**config.mk**
```make
export PLATFORM = sky130hd
export DESIGN_NAME = mat_bram_loader
export DESIGN_NICKNAME = d
export VERILOG_FILES = /design/src/rtl/mat_loader_pkg.sv /design/src/rtl/mat_bram_loader_pair_writer.sv /design/src/rtl/mat_bram_loader.sv
export SDC_FILE = /design/constraint.sdc
export NUM_CORES = 1
export LEC_CHECK = 0
export CORE_AREA = 2 2 198 200
export CTS_CLUSTER_SIZE = 20
export DETAILED_ROUTE_END_ITERATION = 8
export DIE_AREA = 0 0 200 202
export GPL_TIMING_DRIVEN = 0
export PLACE_DENSITY = 0.73
export SYNTH_ARGS = -nofsm -noshare
export SYNTH_HDL_FRONTEND = slang
export SYNTH_SLANG_ARGS = --single-unit
export TNS_END_PERCENT = 50
```
**constraint.sdc**
```tcl
create_clock -name clk -period 2.25 [get_ports clk]
set_input_delay 0.675 -clock clk [delete_from_list [all_inputs] [get_ports clk]]
set_output_delay 0.675 -clock clk [all_outputs]
set_load 0.05 [all_outputs]
```
**src/rtl/mat_loader_pkg.sv**
```systemverilog
// Shared types and helpers for the matmul BRAM loader: FSM state encoding,
// target indices and the BRAM address-width calculation.
package mat_loader_pkg;

  typedef enum logic [2:0] {
    ST_IDLE,
    ST_LOAD,
    ST_FLUSH,
    ST_DONE,
    ST_WAIT_COMP
  } state_t;

  localparam int TGT_INPUT  = 0;
  localparam int TGT_WEIGHT = 1;

  // Words per core = ceil(rows*cols/cores); a one-word BRAM still needs one address bit.
  function automatic int calc_addr_width(input int rows, input int cols, input int cores);
    int words;
    words = (rows * cols + cores - 1) / cores;
    return (words <= 1) ? 1 : $clog2(words);
  endfunction

endpackage

```
**src/rtl/mat_bram_loader_pair_writer.sv**
```systemverilog
// Turns accepted stream beats into BRAM port A/B writes: even beats are parked in a
// pair buffer and written together with the following odd beat, or alone on flush.
module bram_pair_writer
  import mat_loader_pkg::*;
#(
  parameter int DATA_WIDTH  = 128,
  parameter int ADDR_WIDTH  = 6,
  parameter int NUM_TARGETS = 2,
  parameter int DUAL_PORT   = 1
) (
  input  logic                   clk,
  input  logic                   rst_n,
  input  logic                   beat_valid_i,
  input  logic [ADDR_WIDTH-1:0]  beat_idx_i,
  input  logic [DATA_WIDTH-1:0]  beat_data_i,
  input  logic [NUM_TARGETS-1:0] tgt_onehot_i,
  input  logic                   flush_i,
  output logic [NUM_TARGETS-1:0] ena_o,
  output logic                   wea_o,
  output logic [ADDR_WIDTH-1:0]  addra_o,
  output logic [DATA_WIDTH-1:0]  dina_o,
  output logic [NUM_TARGETS-1:0] enb_o,
  output logic                   web_o,
  output logic [ADDR_WIDTH-1:0]  addrb_o,
  output logic [DATA_WIDTH-1:0]  dinb_o
);

  logic [NUM_TARGETS-1:0] ena_q, enb_q;
  logic                   wea_q, web_q;
  logic [ADDR_WIDTH-1:0]  addra_q, addrb_q, buf_addr_q;
  logic [DATA_WIDTH-1:0]  dina_q, dinb_q, buf_data_q;
  logic                   pend_q;

  always_ff @(posedge clk or negedge rst_n) begin
    if (!rst_n) begin
      ena_q      <= '0;
      enb_q      <= '0;
      wea_q      <= 1'b0;
      web_q      <= 1'b0;
      addra_q    <= '0;
      addrb_q    <= '0;
      dina_q     <= '0;
      dinb_q     <= '0;
      buf_addr_q <= '0;
      buf_data_q <= '0;
      pend_q     <= 1'b0;
    end else begin
      ena_q <= '0;
      enb_q <= '0;
      wea_q <= 1'b0;
      web_q <= 1'b0;
      if (DUAL_PORT != 0) begin
        if (beat_valid_i && !beat_idx_i[0]) begin
          buf_data_q <= beat_data_i;
          buf_addr_q <= beat_idx_i;
          pend_q     <= 1'b1;
        end else if (beat_valid_i) begin
          ena_q   <= tgt_onehot_i;
          enb_q   <= tgt_onehot_i;
          wea_q   <= 1'b1;
          web_q   <= 1'b1;
          addra_q <= buf_addr_q;
          dina_q  <= buf_data_q;
          addrb_q <= beat_idx_i;
          dinb_q  <= beat_data_i;
          pend_q  <= 1'b0;
        end else if (flush_i && pend_q) begin
          // Odd-length tail: the parked even word goes out on port A alone.
          ena_q   <= tgt_onehot_i;
          wea_q   <= 1'b1;
          addra_q <= buf_addr_q;
          dina_q  <= buf_data_q;
          pend_q  <= 1'b0;
        end
      end else if (beat_valid_i) begin
        ena_q   <= tgt_onehot_i;
        wea_q   <= 1'b1;
        addra_q <= beat_idx_i;
        dina_q  <= beat_data_i;
      end
    end
  end

  assign ena_o   = ena_q;
  assign wea_o   = wea_q;
  assign addra_o = addra_q;
  assign dina_o  = dina_q;
  assign enb_o   = enb_q;
  assign web_o   = web_q;
  assign addrb_o = addrb_q;
  assign dinb_o  = dinb_q;

endmodule

```
**src/rtl/mat_bram_loader.sv**
```systemverilog
// Streaming loader feeding the matmul BRAMs: loads one target per request, tracks which
// targets hold data, and kicks the compute core once every target is loaded.
module mat_bram_loader
  import mat_loader_pkg::*;
#(
  parameter int DATA_WIDTH  = 128,
  parameter int ADDR_WIDTH  = calc_addr_width(8, 8, 1),
  parameter int NUM_TARGETS = 2,
  parameter int DUAL_PORT   = 1,
  parameter int AUTO_START  = 1,
  localparam int TSW = (NUM_TARGETS > 1) ? $clog2(NUM_TARGETS) : 1
) (
  input  logic                   clk,
  input  logic                   rst_n,
  input  logic                   load_req,
  input  logic [TSW-1:0]         target_sel,
  input  logic [ADDR_WIDTH:0]    word_count,
  input  logic                   s_valid,
  output logic                   s_ready,
  input  logic [DATA_WIDTH-1:0]  s_data,
  input  logic                   s_last,
  output logic [NUM_TARGETS-1:0] bram_ena,
  output logic                   bram_wea,
  output logic [ADDR_WIDTH-1:0]  bram_addra,
  output logic [DATA_WIDTH-1:0]  bram_dina,
  output logic [NUM_TARGETS-1:0] bram_enb,
  output logic                   bram_web,
  output logic [ADDR_WIDTH-1:0]  bram_addrb,
  output logic [DATA_WIDTH-1:0]  bram_dinb,
  output logic                   busy,
  output logic                   load_done,
  output logic [NUM_TARGETS-1:0] loaded_mask,
  output logic                   start_out,
  input  logic                   compute_done,
  output logic                   err
);

  localparam logic [ADDR_WIDTH:0] MAX_WORDS = {1'b1, {ADDR_WIDTH{1'b0}}};
  localparam logic [ADDR_WIDTH:0] ONE       = {{ADDR_WIDTH{1'b0}}, 1'b1};
  localparam logic [TSW:0]        NT_LIMIT  = NUM_TARGETS[TSW:0];

  state_t                 state_q;
  logic [TSW-1:0]         tgt_q;
  logic [ADDR_WIDTH:0]    count_q, beat_q;
  logic                   early_q, err_q, load_done_q, start_q;
  logic [NUM_TARGETS-1:0] loaded_mask_q, mask_d, tgt_onehot;
  logic [ADDR_WIDTH:0]    beat_next;
  logic                   req_ok, beat_fire;

  for (genvar gi = 0; gi < NUM_TARGETS; gi++) begin : g_onehot
    assign tgt_onehot[gi] = (tgt_q == TSW'(gi));
  end

  assign req_ok    = (word_count != '0) && (word_count <= MAX_WORDS) &&
                     ({1'b0, target_sel} < NT_LIMIT);
  assign s_ready   = (state_q == ST_LOAD);
  assign busy      = (state_q != ST_IDLE);
  assign beat_fire = s_valid && s_ready;
  assign beat_next = beat_q + ONE;
  assign mask_d    = loaded_mask_q | tgt_onehot;

  always_ff @(posedge clk or negedge rst_n) begin
    if (!rst_n) begin
      state_q       <= ST_IDLE;
      tgt_q         <= '0;
      count_q       <= '0;
      beat_q        <= '0;
      early_q       <= 1'b0;
      err_q         <= 1'b0;
      loaded_mask_q <= '0;
      load_done_q   <= 1'b0;
      start_q       <= 1'b0;
    end else begin
      load_done_q <= 1'b0;
      start_q     <= 1'b0;
      case (state_q)
        ST_IDLE: begin
          if (load_req) begin
            if (req_ok) begin
              tgt_q   <= target_sel;
              count_q <= word_count;
              beat_q  <= '0;
              early_q <= 1'b0;
              err_q   <= 1'b0;
              state_q <= ST_LOAD;
            end else begin
              err_q <= 1'b1;
            end
          end
        end
        ST_LOAD: begin
          if (beat_fire) begin
            beat_q <= beat_next;
            if (beat_next == count_q) begin
              if (!s_last) err_q <= 1'b1;
              state_q <= ST_FLUSH;
            end else if (s_last) begin
              // Premature s_last: stop here and leave the target unmarked.
              err_q   <= 1'b1;
              early_q <= 1'b1;
              state_q <= ST_FLUSH;
            end
          end
        end
        ST_FLUSH: begin
          state_q <= ST_DONE;
          if (!early_q) begin
            loaded_mask_q <= mask_d;
            load_done_q   <= 1'b1;
            start_q       <= (AUTO_START != 0) && (&mask_d);
          end
        end
        ST_DONE: begin
          state_q <= start_q ? ST_WAIT_COMP : ST_IDLE;
        end
        ST_WAIT_COMP: begin
          if (compute_done) begin
            loaded_mask_q <= '0;
            state_q       <= ST_IDLE;
          end
        end
        default: state_q <= ST_IDLE;
      endcase
    end
  end

  assign err         = err_q;
  assign load_done   = load_done_q;
  assign start_out   = start_q;
  assign loaded_mask = loaded_mask_q;

  bram_pair_writer #(
    .DATA_WIDTH (DATA_WIDTH),
    .ADDR_WIDTH (ADDR_WIDTH),
    .NUM_TARGETS(NUM_TARGETS),
    .DUAL_PORT  (DUAL_PORT)
  ) u_writer (
    .clk         (clk),
    .rst_n       (rst_n),
    .beat_valid_i(beat_fire),
    .beat_idx_i  (beat_q[ADDR_WIDTH-1:0]),
    .beat_data_i (s_data),
    .tgt_onehot_i(tgt_onehot),
    .flush_i     (state_q == ST_FLUSH),
    .ena_o       (bram_ena),
    .wea_o       (bram_wea),
    .addra_o     (bram_addra),
    .dina_o      (bram_dina),
    .enb_o       (bram_enb),
    .web_o       (bram_web),
    .addrb_o     (bram_addrb),
    .dinb_o      (bram_dinb)
  );

endmodule

```
==> results of run 1 <==
cell usage after synthesis (all sizes together), types with 3 or more instances:
library cell    n  share of area
xnor2           6         0.0031
o31ai           4         0.0018
nor2b           3         0.0011
nand3           6         0.0018
dfrtp         433           0.64
nor3            4         0.0012
buf            50          0.028
o21ai           7         0.0021
and2            5         0.0018
nand2b          3         0.0015
inv             4        0.00088
o2111ai         4         0.0024
and3            4         0.0018
mux2          408           0.30
nor2           15         0.0037
a21oi           5         0.0015
nand2          11         0.0024
layout by cell type (no fill, tap or decap), types with 3 or more instances in the layout:
| cell type | count |
|---|---|
| o2111ai_1 | 3 |
| dfrtp_1 | 431 |
| clkinv_2 | 3 |
| clkdlybuf4s50_1 | 140 |
| o31ai_1 | 4 |
| clkbuf_8 | 7 |
| mux2_2 | 255 |
| clkbuf_1 | 14 |
| nand3_1 | 6 |
| clkbuf_16 | 45 |
| buf_2 | 6 |
| nor2_1 | 13 |
| inv_1 | 4 |
| mux2_4 | 116 |
| buf_16 | 3 |
| clkbuf_4 | 10 |
| nor2b_1 | 3 |
| dlygate4sd2_1 | 278 |
| and2_1 | 5 |
| nand2_1 | 11 |
| xnor2_1 | 6 |
| bufinv_16 | 4 |
| nor3_1 | 3 |
| buf_6 | 12 |
| a21oi_1 | 4 |
| buf_4 | 17 |
| mux2_1 | 37 |
| buf_12 | 11 |
| o21ai_0 | 7 |
| and3_1 | 3 |
cell type report:
class                      instances  area share
antenna                            2    0.000216
buffer                            52      0.0235
clock buffer                      64      0.0547
clock inverter                    10     0.00686
inverter                           4    0.000648
multi-input combinational        508       0.246
sequential                       433       0.468
tap                              518      0.0280
timing repair buffer             430       0.173
state kept, by name, summed over array words and instances, names as in the netlist, 2 cells and up:
register,cells
beat_q,7
state_q,3
u_writer.enb_o,2
u_writer.addra_o,6
u_writer.dinb_o,128
count_q,7
u_writer.buf_data_q,128
u_writer.dina_o,128
loaded_mask,2
u_writer.addrb_o,6
u_writer.buf_addr_q,6
u_writer.ena_o,2
logic make-up after synthesis:
kind of cell	Yosys count	share of synthesized area
AO/OA/AOI/OAI	32	0.0140
XOR/XNOR	8	0.00412
adder cells (fa/ha/maj)	1	0.000735
multiplexers	410	0.297
flip-flops	433	0.637
buffers and inverters	56	0.0296
AND/OR/NAND/NOR	57	0.0181
metrics by stage:
step / hold slack (ps) / setup WS [ps] / setup TNS (ps) / instance area (um2) / utilization
after floorplan: 379 / 224 / 0 / 17000 / -
after global placement: 453 / -18410 / -8187010 / 21900 / 0.572
after detailed placement: 466 / -780 / -242100 / 22000 / 0.574
after CTS: 218 / -264 / -264 / 23100 / 0.603
after global routing: 243 / -52.8 / -61.2 / 23200 / 0.605
final: 203 / 37.4 / 0 / 23200 / 0.605
timing repair:
item	4_1_cts	5_1_grt
pin swaps	1	2
buffers inserted	2	3
setup endpoints to repair	529	251
resized for setup	296	23
routing by layer:
layer | wire length, um | share of wire | track usage
met1 | 16600 | 0.41 | 0.257
met5 | 0 | 0 | 0
met3 | 2840 | 0.070 | 0.0604
met4 | 1440 | 0.035 | 0.0810
met2 | 19700 | 0.49 | 0.331
path summary, 6_finish.rpt:
check	cells past startpoint	end
min in group clk	1	u_writer.addrb_o[0]
worst max-delay path	4	busy
worst max register to register	6	u_writer.dinb_o[20]
worst min register to register	1	u_writer.addrb_o[0]
max in group asynchronous	2	u_writer.dinb_o[69]
worst min-delay path	1	u_writer.dinb_o[122]
==> flow_summary.json, run 1 <==
{
  "status": "completed",
  "cts-root-buf": "clkbuf_16",
  "ys.flop_type": "dfrtp_1",
  "syn-cell-area_mm2": 0.0170,
  "overflow": 0,
  "io_buffers": 422,
  "cp.required_ps": 1570,
  "wl_um": 40700,
  "routed_via_density": 4.93,
  "min_path_type": "in2async",
  "critPathArrivalTime_ps": 1540,
  "clockBufferDepth": 3,
  "crit_chain": "clkbuf_4, nor3_4, inv_1, buf_2",
  "place_hpwl_um": 29000,
  "multi_input_area_mm2": 0.00570,
  "synth_edf_count": 0,
  "worst_slew_margin_rel": 0.440,
  "endpoint_kind": "primary output",
  "cp_slowest_cell": "dfrtp_1",
  "antenna_found_initial": 2,
  "synthArstFlopShare": 1.00,
  "worst_pin_slew_ps": 840,
  "synth_warnings": 0,
  "startpoint": "state_q[0]",
  "regArea_mm2": 0.0108,
  "cp_slowest_stage_delay_ps": 350,
  "vias": 9968,
  "cap_violations": 0,
  "rsz0062_at_grt": "yes",
  "cts_hold_buf": 0,
  "synth_cell_types": 46,
  "fmax_mhz": 452,
  "synth_area_per_cell_um2": 17.1,
  "io_pins": 423,
  "crit_type": "reg2out",
  "r2r-start": "state_q[1]",
  "num_rows": 72,
  "clock_skew_ps": 7.85,
  "place_inst": 1940,
  "first_pass_iters": 4,
  "htree_levels": 2,
  "layout_min_cycle_time_ps": 2210,
  "clk_pin_slew_ps": 60,
  "worstSetupStartpointType": "register",
  "die_h_um": 202,
  "grt_pass1_vias": 10844,
  "cp_num_buf_inv": 3,
  "final_cell_count_no_fill": 2021,
  "drt-wirelength-per-cell_um": 20.1,
  "fin_crit_sh": 0.983,
  "drv_slew": 0,
  "r2r_slack_ps": 60,
  "gr-usage-all-layers": 0.204,
  "syn_to_final_growth_pct": 36.2,
  "antenna_left": 0,
  "synth_cells": 997,
  "cp_top_family": "buffers and inverters",
  "setup_violations": 0,
  "synth_seq_cells": 433,
  "clock_latency_ps": 550,
  "drcViolationCount": 0,
  "grt_max_degree": 125,
  "ys_seq_area_frac": 0.637,
  "drt_iter0_drc": 396,
  "clock-sinks": 433,
  "syn_nets": 1140,
  "path_max_fanout": 10,
  "fillers": 3032,
  "cts_tree": "built",
  "place.gp.congestion": 0.793,
  "chipWidth_um": 200,
  "fin_nets": 1617,
  "core_area_mm2": 0.0383,
  "initial_core_util": 0.445,
  "drive_gt1_frac": 0.336,
  "grt_pass1_wl_um": 63000,
  "cts_buffers": 45,
  "die_area_mm2": 0.0404,
  "hold_viol_final": 0
}
Power of run 1 is left out: the tool's default activity adds up to more than one toggle a clock period on the data nets, which glitch-free logic cannot reach.
==> run 2: changes to the inputs <==
--- a/config.mk
+++ b/config.mk
@@ -6,6 +6,7 @@
 export NUM_CORES = 1
 export LEC_CHECK = 0
 export CORE_AREA = 2 2 198 200
+export CTS_CLUSTER_DIAMETER = 30
 export CTS_CLUSTER_SIZE = 20
 export DETAILED_ROUTE_END_ITERATION = 8
 export DIE_AREA = 0 0 200 202
==> run 2 against run 1 <==
Compared with the run above: cell area up 7.0%; maximum frequency about the same; first-iteration DRC count down 5.8%; critical path depth down 3; non-clock buffer count up 1; final cell count up 4.3%; core utilization up 4.2 points; sequential share of layout area down 3.1 points; register-to-register slack better by 20 ps; wire length up 3.7%; setup slack better by 1.2 ps; largest cell class unchanged; global-route usage up 0.79 points.
==> flow_summary.json, run 2 (synthesis gave the netlist of run 1 again) <==
{
  "place_hpwl_um": 29000,
  "path_max_fanout": 2,
  "min_path_type": "in2async",
  "fmax_mhz": 452,
  "worst_slew_margin_rel": 0.438,
  "htree_levels": 3,
  "cp_num_buf_inv": 1,
  "cp_slowest_cell": "dlygate4sd2_1",
  "antenna_found_initial": 2,
  "worstSetupStartpointType": "register",
  "core_area_mm2": 0.0383,
  "wl_um": 42200,
  "status": "completed",
  "place.gp.congestion": 0.793,
  "drive_gt1_frac": 0.375,
  "cts_hold_buf": 0,
  "fin_util": 0.648,
  "vias": 10267,
  "fillers": 2824,
  "io_pins": 423,
  "cp_top_family": "buffers and inverters",
  "initial_core_util": 0.445,
  "cts-root-buf": "clkbuf_16",
  "post-place-ws_ps": -780,
  "first_pass_iters": 4,
  "cap_violations": 0,
  "overflow": 0,
  "crit_type": "reg2out",
  "clockBufferDepth": 3,
  "cts_buffers": 88,
  "drt_iter0_drc": 373,
  "setup_violations": 0,
  "critPathArrivalTime_ps": 1540,
  "cts_tree": "built",
  "cp.required_ps": 1570,
  "chipWidth_um": 200,
  "clock_skew_ps": 16.6,
  "grt_pass1_wl_um": 65500,
  "drcViolationCount": 0,
  "hold_ws_ps": 176,
  "setup_slack_ps": 38.7,
  "io_buffers": 422,
  "layout_min_cycle_time_ps": 2210,
  "fin_tns_setup_ps": 0,
  "die_area_mm2": 0.0404,
  "antenna_left": 0,
  "syn_to_final_growth_pct": 45.7,
  "grt_pass1_vias": 11367,
  "gr-usage-all-layers": 0.212,
  "hold_viol_final": 0,
  "endpoint_kind": "primary output",
  "final_common_cell": "dfrtp_1",
  "clk_pin_slew_ps": 50,
  "drt-wirelength-per-cell_um": 20.0,
  "clock_latency_ps": 600,
  "grt_max_degree": 125,
  "drv_slew": 0,
  "fin_nets": 1661,
  "crit_chain": "dlygate4sd2_1",
  "clock-sinks": 433,
  "fin_crit_sh": 0.983,
  "cp_slowest_stage_delay_ps": 600,
  "final_cell_mix": "dfrtp_1, dlygate4sd2_1, mux2_2",
  "worst_pin_slew_ps": 843,
  "rsz0062_at_grt": "yes",
  "die_h_um": 202,
  "num_rows": 72,
  "routed_via_density": 4.87
}
-- run 2: area by class of cell --
type                       instances  area [um2]  share of cell area
antenna                            2        5.00            0.000202
buffer                            52         543              0.0219
clock buffer                     113        2460              0.0991
clock inverter                    46         551              0.0222
inverter                           4        15.0            0.000606
multi-input combinational        508        5690               0.230
sequential                       433       10800               0.437
tap                              518         648              0.0261
timing repair buffer             431        4040               0.163
-- run 2: timing repair --
| item | in CTS | in global routing |
|---|---|---|
| endpoints found under the setup margin | 529 | 252 |
| resized for setup | 306 | 31 |
| pin swaps | 1 | 2 |
| setup buffers | 4 | 2 |
| cloned | 0 | 0 |
-- run 2: final timing paths --
kind	start	end	slack, ps	cells after the start
worst max-delay path	u_writer.dinb_o[66]	bram_dinb[66]	40	1
min in group clk	u_writer.addrb_o[0]	u_writer.addrb_o[0]	470	1
worst min-delay path	rst_n	u_writer.dinb_o[122]	180	1
worst max register to register	state_q[1]	u_writer.dinb_o[1]	80	6
worst min register to register	u_writer.addrb_o[0]	u_writer.addrb_o[0]	470	1
max in group asynchronous	rst_n	u_writer.dinb_o[36]	960	2
-- run 2: stage by stage --
step	area, um2	cells
floorplan	17000	997
global placement	21900	1937
detailed placement	22000	1940
CTS	24700	2103
global route	24800	2107
finish	24800	2107
-- run 2: layer usage --
metal  up-vias  wire length [um]  GRT usage
met3        89              2780     0.0649
met1      5251             17300      0.264
met2       304             20700      0.342
li1       4623                 -          -
met5         -                 0          0
met4         0              1360     0.0907
Power of run 2 is left out for the same reason.
==> run 3: changes to the inputs <==
--- a/config.mk
+++ b/config.mk
@@ -6,6 +6,7 @@
 export NUM_CORES = 1
 export LEC_CHECK = 0
 export CORE_AREA = 2 2 198 200
+export CTS_BUF_LIST = sky130_fd_sc_hd__clkbuf_2 sky130_fd_sc_hd__clkbuf_4 sky130_fd_sc_hd__clkbuf_8
 export CTS_CLUSTER_DIAMETER = 30
 export CTS_CLUSTER_SIZE = 20
 export DETAILED_ROUTE_END_ITERATION = 8
@@ -14,5 +15,6 @@
 export PLACE_DENSITY = 0.73
 export SYNTH_ARGS = -nofsm -noshare
 export SYNTH_HDL_FRONTEND = slang
+export SYNTH_HIERARCHICAL = 1
 export SYNTH_SLANG_ARGS = --single-unit
 export TNS_END_PERCENT = 50
==> constraint.sdc (replaced) <==
create_clock -name clk -period 2.3 [get_ports clk]
set_input_delay 0.69 -clock clk [delete_from_list [all_inputs] [get_ports clk]]
set_output_delay 0.69 -clock clk [all_outputs]
set_load 0.05 [all_outputs]
==> run 3 against run 2 <==
Compared with the run above: non-clock buffer count rose by 5; critical path type unchanged; core utilization is 2.6 points lower; critical path depth up 2; final cell count rose by 12%; first-iteration DRC count increased by 52%; via count is 11% higher; critical endpoint is now busy.
==> flow_summary.json, run 3 <==
{
  "grt_max_degree": 125,
  "fillers": 3031,
  "p_comb_frac": 0.473,
  "die_h_um": 202,
  "antenna_found_initial": 3,
  "place_hpwl_um": 31100,
  "min_path_type": "in2async",
  "r2r_slack_ps": 100,
  "num_rows": 72,
  "clockBufferDepth": 3,
  "layout_min_cycle_time_ps": 2270,
  "drive_gt1_frac": 0.273,
  "clock_latency_ps": 620,
  "drv_slew": 0,
  "gr-usage-all-layers": 0.221,
  "clock-sinks": 433,
  "yosysTopAreaCell": "dfrtp_1",
  "worstSetupStartpointType": "register",
  "first_pass_iters": 5,
  "die_area_mm2": 0.0404,
  "fin_util": 0.621,
  "rsz0062_at_grt": "yes",
  "ys_seq_area_frac": 0.635,
  "syn_nets": 1409,
  "path_max_fanout": 7,
  "endpoint_kind": "primary output",
  "synth_edf_count": 0,
  "syn-cell-area_mm2": 0.0171,
  "routed_via_density": 4.83,
  "synth_area_per_cell_um2": 13.5,
  "vias": 11418,
  "cts-root-buf": "clkbuf_8",
  "drt_iter0_drc": 567,
  "grt_pass1_wl_um": 68500,
  "synth_top_cell_area_share": 0.635,
  "synth_warnings": 6,
  "setup_violations": 0,
  "max-vdd-ir-drop_v": 0.00142,
  "pwr-share-seq": 0.315,
  "fmax_mhz": 441,
  "placedInstanceArea_mm2": 0.0220,
  "cts_hold_buf": 0,
  "fin_crit_sh": 0.986,
  "clock_skew_ps": 23.7,
  "hold_viol_final": 0,
  "core_area_mm2": 0.0383,
  "hold_ws_ps": 175,
  "antenna_left": 0,
  "wl_um": 44000,
  "synth.most_common_cell": "dfrtp_1",
  "drcViolationCount": 0,
  "worst_pin_slew_ps": 949,
  "place.gp.congestion": 0.790,
  "io_buffers": 422,
  "clk_pin_slew_ps": 60,
  "cts_tree": "built",
  "overflow": 0,
  "netlist_top_cells_area": "dfrtp_1, mux2_4, mux2_2",
  "synth_commonest_cells": "dfrtp_1, nand2_1, mux2_2, mux2_4, clkbuf_1",
  "p_leak_uw": 0.0117,
  "syn_to_final_growth_pct": 39.4,
  "startpoint": "state_q[2]",
  "power.share.clock": 0.212,
  "p_sw_frac": 0.435,
  "chipWidth_um": 200,
  "crit_type": "reg2out",
  "cts_buffers": 84,
  "p_sw_uw": 18300,
  "r2r-start": "beat_q[0]",
  "status": "completed",
  "critPathArrivalTime_ps": 1580,
  "worst_slew_margin_rel": 0.367,
  "fin_tns_setup_ps": 0,
  "fin_area_mm2": 0.0238,
  "power_density_mw_per_mm2": 1770,
  "grt_pass1_vias": 12030,
  "synth_seq_cells": 433,
  "io_pins": 423,
  "synth_cells": 1266,
  "final_common_cell": "dfrtp_1",
  "cap_violations": 0,
  "htree_levels": 3,
  "fin_nets": 1922,
  "final_cell_mix": "dfrtp_1, nand2_1, dlygate4sd2_1",
  "internal-power_uw": 23800,
  "drt-wirelength-per-cell_um": 18.6,
  "cp.required_ps": 1610,
  "initial_core_util": 0.446,
  "synthArstFlopShare": 1.00,
  "ys.flop_type": "dfrtp_1",
  "synth_cell_types": 49
}
==> run 3: cell count changes after synthesis, sizes merged, moves of 3 or more <==
cell and delta:
o2111ai -4, buf -10, o21ai +3, nor2 -6
nand2 +399, clkbuf +19, mux2 -133, o31ai -3
==> run 3: per-layer routing <==
| metal | vias to the layer above | GRT usage | wire length (um) |
|---|---|---|---|
| met5 | - | 0 | 18 |
| met4 | 2 | 0.0897 | 1310 |
| met3 | 76 | 0.0694 | 3410 |
| met2 | 377 | 0.360 | 21300 |
| met1 | 5714 | 0.273 | 18000 |
| li1 | 5249 | - | - |
==> run 3: area by class of cell <==
type / instances / area, um2 / share of cell area
diodes: 1 / 2.50 / 0.000105
flip-flops and latches: 433 / 10800 / 0.456
clock buffers: 99 / 1330 / 0.0557
repair buffers: 429 / 4050 / 0.170
multi-input cells: 766 / 5710 / 0.240
clock inverters: 51 / 658 / 0.0277
well taps: 518 / 648 / 0.0272
inverters: 6 / 27.5 / 0.00116
plain buffers: 59 / 532 / 0.0224
==> run 3: cell families (layout without fill, tap and decap cells) <==
| logic type | after synthesis | after routing | share of synthesized area |
|---|---|---|---|
| simple gates | 452 | 452 | 0.105 |
| buf+inv | 67 | 644 | 0.0322 |
| compound gates | 26 | 26 | 0.0114 |
| fa+ha+maj | 1 | 1 | 0.000733 |
| other cells | 0 | 1 | 0 |
| mux | 277 | 277 | 0.211 |
| flops | 433 | 433 | 0.635 |
| xor+xnor | 10 | 10 | 0.00513 |
==> run 3: worst max-delay path, stage by stage, from the launching register on <==
cell and delay, ps:
dfrtp_2 460, nor3_4 240, inv_1 60, buf_2 210
==> run 3: path summary, 6_finish.rpt <==
| path | endpoint | cells past startpoint |
|---|---|---|
| min in group clk | start_out | 1 |
| max in group asynchronous | u_writer/buf_data_q[4] | 3 |
| setup reg to reg | early_q | 7 |
| setup / recovery | busy | 3 |
| hold reg to reg | start_out | 1 |
| hold / removal | u_writer/dinb_o[100] | 1 |
==> run 3: what timing repair did <==
item                                    CTS  global route
setup buffers                             0             4
pin swaps                                 1             2
endpoints found under the setup margin  590           173
resized for setup                       340            38
hold endpoints to repair                  0             0
==> run 3: stage by stage <==
step / std cells / worst slack [ps] / total power, uW
floorplan: 1266 / 124 / 27600
global placement: 2206 / -18190 / 34400
detailed placement: 2209 / -907 / 34800
CTS: 2357 / -195 / 42400
global route: 2362 / -66.5 / 44100
finish: 2362 / 32.1 / 42000
==> run 3: power groups by stage <==
stage                     Sequential [uW]  Combinational, uW  Clock (uW)
after floorplan                     20800               6770           0
after global placement              13300              21100           0
after detailed placement            13400              21400           0
after CTS                           13300              20000        9130
after global routing                13700              20900        9490
final                               13300              19900        8890
No activity file was read; power rests on OpenSTA's default activity.
==> patch 1 (flow settings as in run 1) <==
Re-encode `state_t` (5 states) as one-hot, 5 bits wide.
--- a/src/rtl/mat_loader_pkg.sv
+++ b/src/rtl/mat_loader_pkg.sv
@@ -3,10 +3,10 @@
 package mat_loader_pkg;
 
-  typedef enum logic [2:0] {
-    ST_IDLE,
-    ST_LOAD,
-    ST_FLUSH,
-    ST_DONE,
-    ST_WAIT_COMP
+  typedef enum logic [4:0] {
+    ST_IDLE      = 5'b00001,
+    ST_LOAD      = 5'b00010,
+    ST_FLUSH     = 5'b00100,
+    ST_DONE      = 5'b01000,
+    ST_WAIT_COMP = 5'b10000
   } state_t;
 
Check against the original RTL: same outputs for any inputs over 4 cycles, from zero or initial values and one cycle with rst_n low; so few cycles prove little.
==> patch 1 against run 1 <==
The run now ends with setup timing left; clock skew is 0.0075 ns higher; setup slack lost 0.091 ns; synthesized area is 2.7% lower; final area decreased by 1.2%; routed wire length up 8.1%; sequential cell count up 2; non-clock buffer count grew 19.
==> patch 1: results (changes against run 1) <==
| Metric | Value |
|---|---|
| Outcome | finished, violations left |
| Violated checks | setup timing |
| Max-slew headroom | 43.9% (-0.12 points) |
| Largest net degree at the start of global routing | 129 (+3.2%) |
| Uppermost routed layer | met4 |
| Worst reg-to-reg setup slack | 0.03 ns (-0.03 ns) |
| Final setup viols | 2 (+2) |
| Drt first-iter violations | 435 (+9.8%) |
| Antenna violations before repair | 0 (-2) |
| Post-synth cell types | 49 (+6.5%) |
| R2r worst-path depth | 7 (+1) |
| Min-delay worst type | primary input to asynchronous set/reset pin |
| Slowest stage cell, crit path | dfstp_2 |
| TritonCTS buffer count | 44 (-2.2%) |
| Clock latency at the later pin of the worst-skew pair | 0.57 ns (+0.02 ns) |
| H-tree Lvls | 2 (unchanged) |
| Net Count, Synth | 1430 (+25%) |
| Global-route total usage across every layer | 21.9% (+1.5 points) |
| Final worst slack | -0.0531 ns (-0.0905 ns) |
| Final net count | 1911 (+18%) |
| Most frequent cells after synthesis | dfrtp_1, nand2_1, mux2_2 |
| Half-perimeter wire length of the detailed placement result | 31600 µm (+9.0%) |
| Via count of the first global-routing pass | 12052 (+11%) |
| Wire length on met1 | 17300 µm (+4.2%) |
| Cell type group with the largest total delay on the critical path | flip-flops |
| Worst reg2reg startpoint | state_q[0]$_DFFE_PN1P_ |
| Met1 layer usage reported by global route | 26.2% (+0.48 points) |
| Largest stage delay on the critical path | 0.57 ns (+0.22 ns) |
| Leading cell types by total area after synthesis | dfrtp_1, mux2_2, nand2_1, mux2_1, buf_4 |
| Count of placed standard cells including taps | 2230 (+15%) |
| Count of vias placed by the detailed router | 11441 (+15%) |
| Critical path peak fanout | 5 (-5) |
| Sequential-to-total area share from yosys stat | 65.7% (+2.1 points) |
| Worst Path Arrival | 1.63 ns (+0.09 ns) |
| Reg2reg end | u_writer.buf_data_q[17]$_DFFE_PN0P_ |
| IO buf count | 422 (unchanged) |
| Post-Layout Cell Count | 2315 (+15%) |
| Setup TNS | -0.0913 ns (-0.0913 ns) |
| Final Routed Wirelength | 44000 µm (+8.1%) |
| Routed wl met2 | 21200 µm (+7.4%) |
| Last weighted congestion value of the routability-driven placer | 0.819 (+3.3%) |
| Wire length of the first global-routing pass | 67800 µm (+7.6%) |
| Met3 layer usage reported by global route | 7.56% (+1.5 points) |
| Fraction of layout cells with a size suffix above 1 | 22.9% (-11 points) |
| Number of optimization iterations in the first detailed-route pass | 5 (+1) |
| Post-Route Skew | 0.0154 ns (+0.00750 ns) |
| Cell count after synthesis | 1287 (+29%) |
| Ant diodes | 0 (-2) |
| Static Leakage | roughly 12 nW |
## patch 1: cell count changes after synthesis, moves of 4 or more
cell      delta
mux2_4     -110
buf_4        +6
clkbuf_1    +23
buf_12       -9
buf_6        -4
a211o_1      +4
mux2_1      -20
nand2_1    +399
## patch 1: through the flow
stage	power (mW)	hold WS [ns]	worst slack, ns	utilization (%)	instance area (µm²)
floorplan	20.9	0.379	-0.122	-	16600
global placement	25.8	0.450	-18.08	56.0	21400
detailed placement	26.1	0.462	-0.986	56.2	21500
CTS	32.4	0.193	-0.185	59.5	22800
global route	33.8	0.216	-0.101	59.8	22900
finish	32.3	0.149	-0.0531	59.8	22900
## patch 1: where the power goes
part / switching, mW / total [mW] / internal [mW]
clock: 2.99 / 7.39 / 4.40
combinational: 8.76 / 12.7 / 3.99
sequential: 1.47 / 12.1 / 10.7
## patch 1: final cells by class
class	instances	area, µm²	share of cell area (%)
clock buffers	68	1330	5.83
well taps	518	648	2.83
flip-flops and latches	435	10900	47.6
multi-input cells	781	5340	23.3
plain buffers	63	457	1.99
repair buffers	438	4070	17.8
inverters	5	23.8	0.104
clock inverters	7	121	0.530
## patch 1: cell families (layout without fill, tap and decap cells)
logic type | count (synthesis) | after routing | share of synthesized area [%]
compound gates | 37 | 37 | 1.53
xor+xnor | 9 | 9 | 0.476
fa+ha+maj | 1 | 1 | 0.0755
buf+inv | 71 | 581 | 2.38
flops | 435 | 435 | 65.7
mux | 277 | 277 | 19.0
simple gates | 457 | 457 | 10.9
## patch 1: what timing repair did
action                     CTS  global route
gates resized for setup    334            25
hold endpoints to repair     0             0
setup endpoints to repair  679           324
setup buffers                5             8
pin swaps                    2             3
==> patch 2 (config.mk and constraints of run 1) <==
Without the edit above. Set the parameter `AUTO_START` to 0 (it was 1).
--- a/src/rtl/mat_bram_loader.sv
+++ b/src/rtl/mat_bram_loader.sv
@@ -8,5 +8,5 @@
   parameter int NUM_TARGETS = 2,
   parameter int DUAL_PORT   = 1,
-  parameter int AUTO_START  = 1,
+  parameter int AUTO_START  = 0,
   localparam int TSW = (NUM_TARGETS > 1) ? $clog2(NUM_TARGETS) : 1
 ) (
Function: no difference found for any inputs over 4 cycles, from zero or initial values and one cycle with rst_n low; that may be too few to reach the edited logic, so the function may still have changed.
==> patch 2 against run 1 <==
Setup slack improved by 0.0044 ns; sequential cell count fell by 2; routed wire length rose by 10%; synthesized area fell by 4.1%; final area fell by 1.7%; non-clock buffer count rose by 8; core utilization fell by 1.0 points; die area did not move; critical endpoint is now u_writer.dina_o[25]$_DFFE_PN0P_.
==> patch 2: results (changes against run 1) <==
| Metric | Value |
|---|---|
| Compound-gate portion of the synthesized area | 1.36% (-0.040 points) |
| H-tree Lvls | 2 (unchanged) |
| Portion of total power attributed to combinational logic | between 40% and 50% |
| Drt first-iter violations | 510 (+29%) |
| Final clock period utilization by the worst path | 98.1% (-0.20 points) |
| Launch point of the worst path | state_q[1]$_DFFE_PN0P_ |
| Number of filler cells placed in the layout | 3203 (+5.6%) |
| Post-Place Worst Slack | -1.22 ns (-0.435 ns) |
| Area after DPL | 21300 µm² (-3.2%) |
| Wire per inst | 19.5 µm (-3.0%) |
| TritonCTS buffer count | 44 (-2.2%) |
| Worst reg-to-reg setup slack | 0.04 ns (-0.02 ns) |
| Largest stage delay on the critical path | 0.36 ns |
| Power per cell area | 1730 nW/µm² |
| Last weighted congestion value of the routability-driven placer | 0.794 (+0.14%) |
| Via count of the first global-routing pass | 12084 (+11%) |
| Post-Route Skew | 0.0155 ns (+0.00770 ns) |
| Master cell of the clock root buffer | clkbuf_16 |
| Worst Path Arrival | 2.64 ns (+1.10 ns) |
| Primary FF master, synth | dfrtp_1 |
| Peak supply drop | slightly above 0.001 V |
| Slowest stage cell, crit path | dfrtp_1 |
| Mux share of post-synthesis cell area | 18.8% (-11 points) |
| Wire length on met1 | 17500 µm (+5.4%) |
| Max-slew headroom | 49.6% (+5.6 points) |
| Antenna violations before repair | 4 (+2) |
| Min-delay worst type | primary input to asynchronous set/reset pin |
| Half-perimeter wire length of the detailed placement result | 31800 µm (+9.9%) |
| Sequential-to-total area share from yosys stat | 66.1% (+2.4 points) |
| Most frequent cells after synthesis | dfrtp_1, nand2_1, mux2_2 |
| Met3 layer usage reported by global route | 7.98% (+1.9 points) |
| Met2 track demand over resource in global routing | 36.9% (+3.8 points) |
| Total met3 wirelength after detailed routing | 4220 µm (+49%) |
| Remaining global-route overflow | 0 (unchanged) |
| Routed wl met2 | 21500 µm (+9.1%) |
| IO buf count | 420 (-0.47%) |
| Final net count | 1891 (+17%) |
| Post-synth cell types | 46 (unchanged) |
| Global-route total usage across every layer | 22.4% (+1.9 points) |
| Met1 layer usage reported by global route | 26.7% (+0.99 points) |
| Leading cell types by total area after synthesis | dfrtp_1, mux2_2, nand2_1, buf_2, clkbuf_1 |
| Clk power | 7.56 mW |
| Asr flop ratio synth | 100% (unchanged) |
| Net Count, Synth | 1417 (+24%) |
| R2r worst-path depth | 10 (+4) |
| Synthesis Warnings | 0 (unchanged) |
| Capturing element of the worst setup path | u_writer.dina_o[25]$_DFFE_PN0P_ |
| Cell type group with the largest total delay on the critical path | buffers and inverters |
| Uppermost routed layer | met4 |
| Fraction of layout cells with a size suffix above 1 | 23.8% (-9.9 points) |
| Wire length of the first global-routing pass | 69000 µm (+9.5%) |
| Maximum clock path buffer count | 3 (unchanged) |
| Adder and majority gate portion of the synthesized area | 0.383% (+0.31 points) |
| Count of vias placed by the detailed router | 11306 (+13%) |
| Share of the synthesized netlist area taken by xor and xnor gates | 0.751% (+0.34 points) |
| Largest net degree at the start of global routing | 121 (-3.2%) |
| Outcome | completed |
## patch 2: repair_timing
| item | in CTS | in global routing |
|---|---|---|
| pin swaps | 1 | 1 |
| resized for setup | 356 | 26 |
| gates cloned | 1 | 0 |
| setup buffers | 4 | 0 |
| hold buffers | 0 | 0 |
| endpoints found under the setup margin | 693 | 200 |
## patch 2: final cells by class
cell class	instances	area share, %
inverter	10	0.187
sequential	431	47.3
buffer	62	2.04
multi-input combinational	767	23.3
timing repair buffer	428	17.6
clock buffer	66	5.95
tap	518	2.85
antenna	3	0.0330
clock inverter	12	0.703
## patch 2: cells by family after synthesis
logic type | count (synthesis)
AOI/OAI and AO/OA | 32
DFF | 431
muxes | 273
other | 1
adders and majority gates | 5
and+or+nand+nor | 442
xor gates and xnor gates | 14
buffers and inverters | 72
## patch 2: per-stage QoR
stage	instances	utilization, %
final	2297	59.5
after global routing	2297	59.5
after CTS	2294	59.3
after detailed placement	2211	55.6
after global placement	2208	55.3
after floorplan	1270	-
## patch 2: worst min path at each step
stage / from / slack (ns) / depth (start not counted) / to
final: rst_n / 0.14 / 1 / u_writer.dinb_o[27]$_DFFE_PN0P_
after global routing: rst_n / 0.17 / 1 / u_writer.buf_data_q[26]$_DFFE_PN0P_
after CTS: rst_n / 0.15 / 1 / u_writer.dina_o[24]$_DFFE_PN0P_
after detailed placement: loaded_mask[1]$_DFFE_PN0P_ / 0.44 / 1 / loaded_mask[1]$_DFFE_PN0P_
after global placement: loaded_mask[1]$_DFFE_PN0P_ / 0.44 / 1 / loaded_mask[1]$_DFFE_PN0P_
after floorplan: rst_n / 0.38 / 0 / beat_q[0]$_DFFE_PN0P_
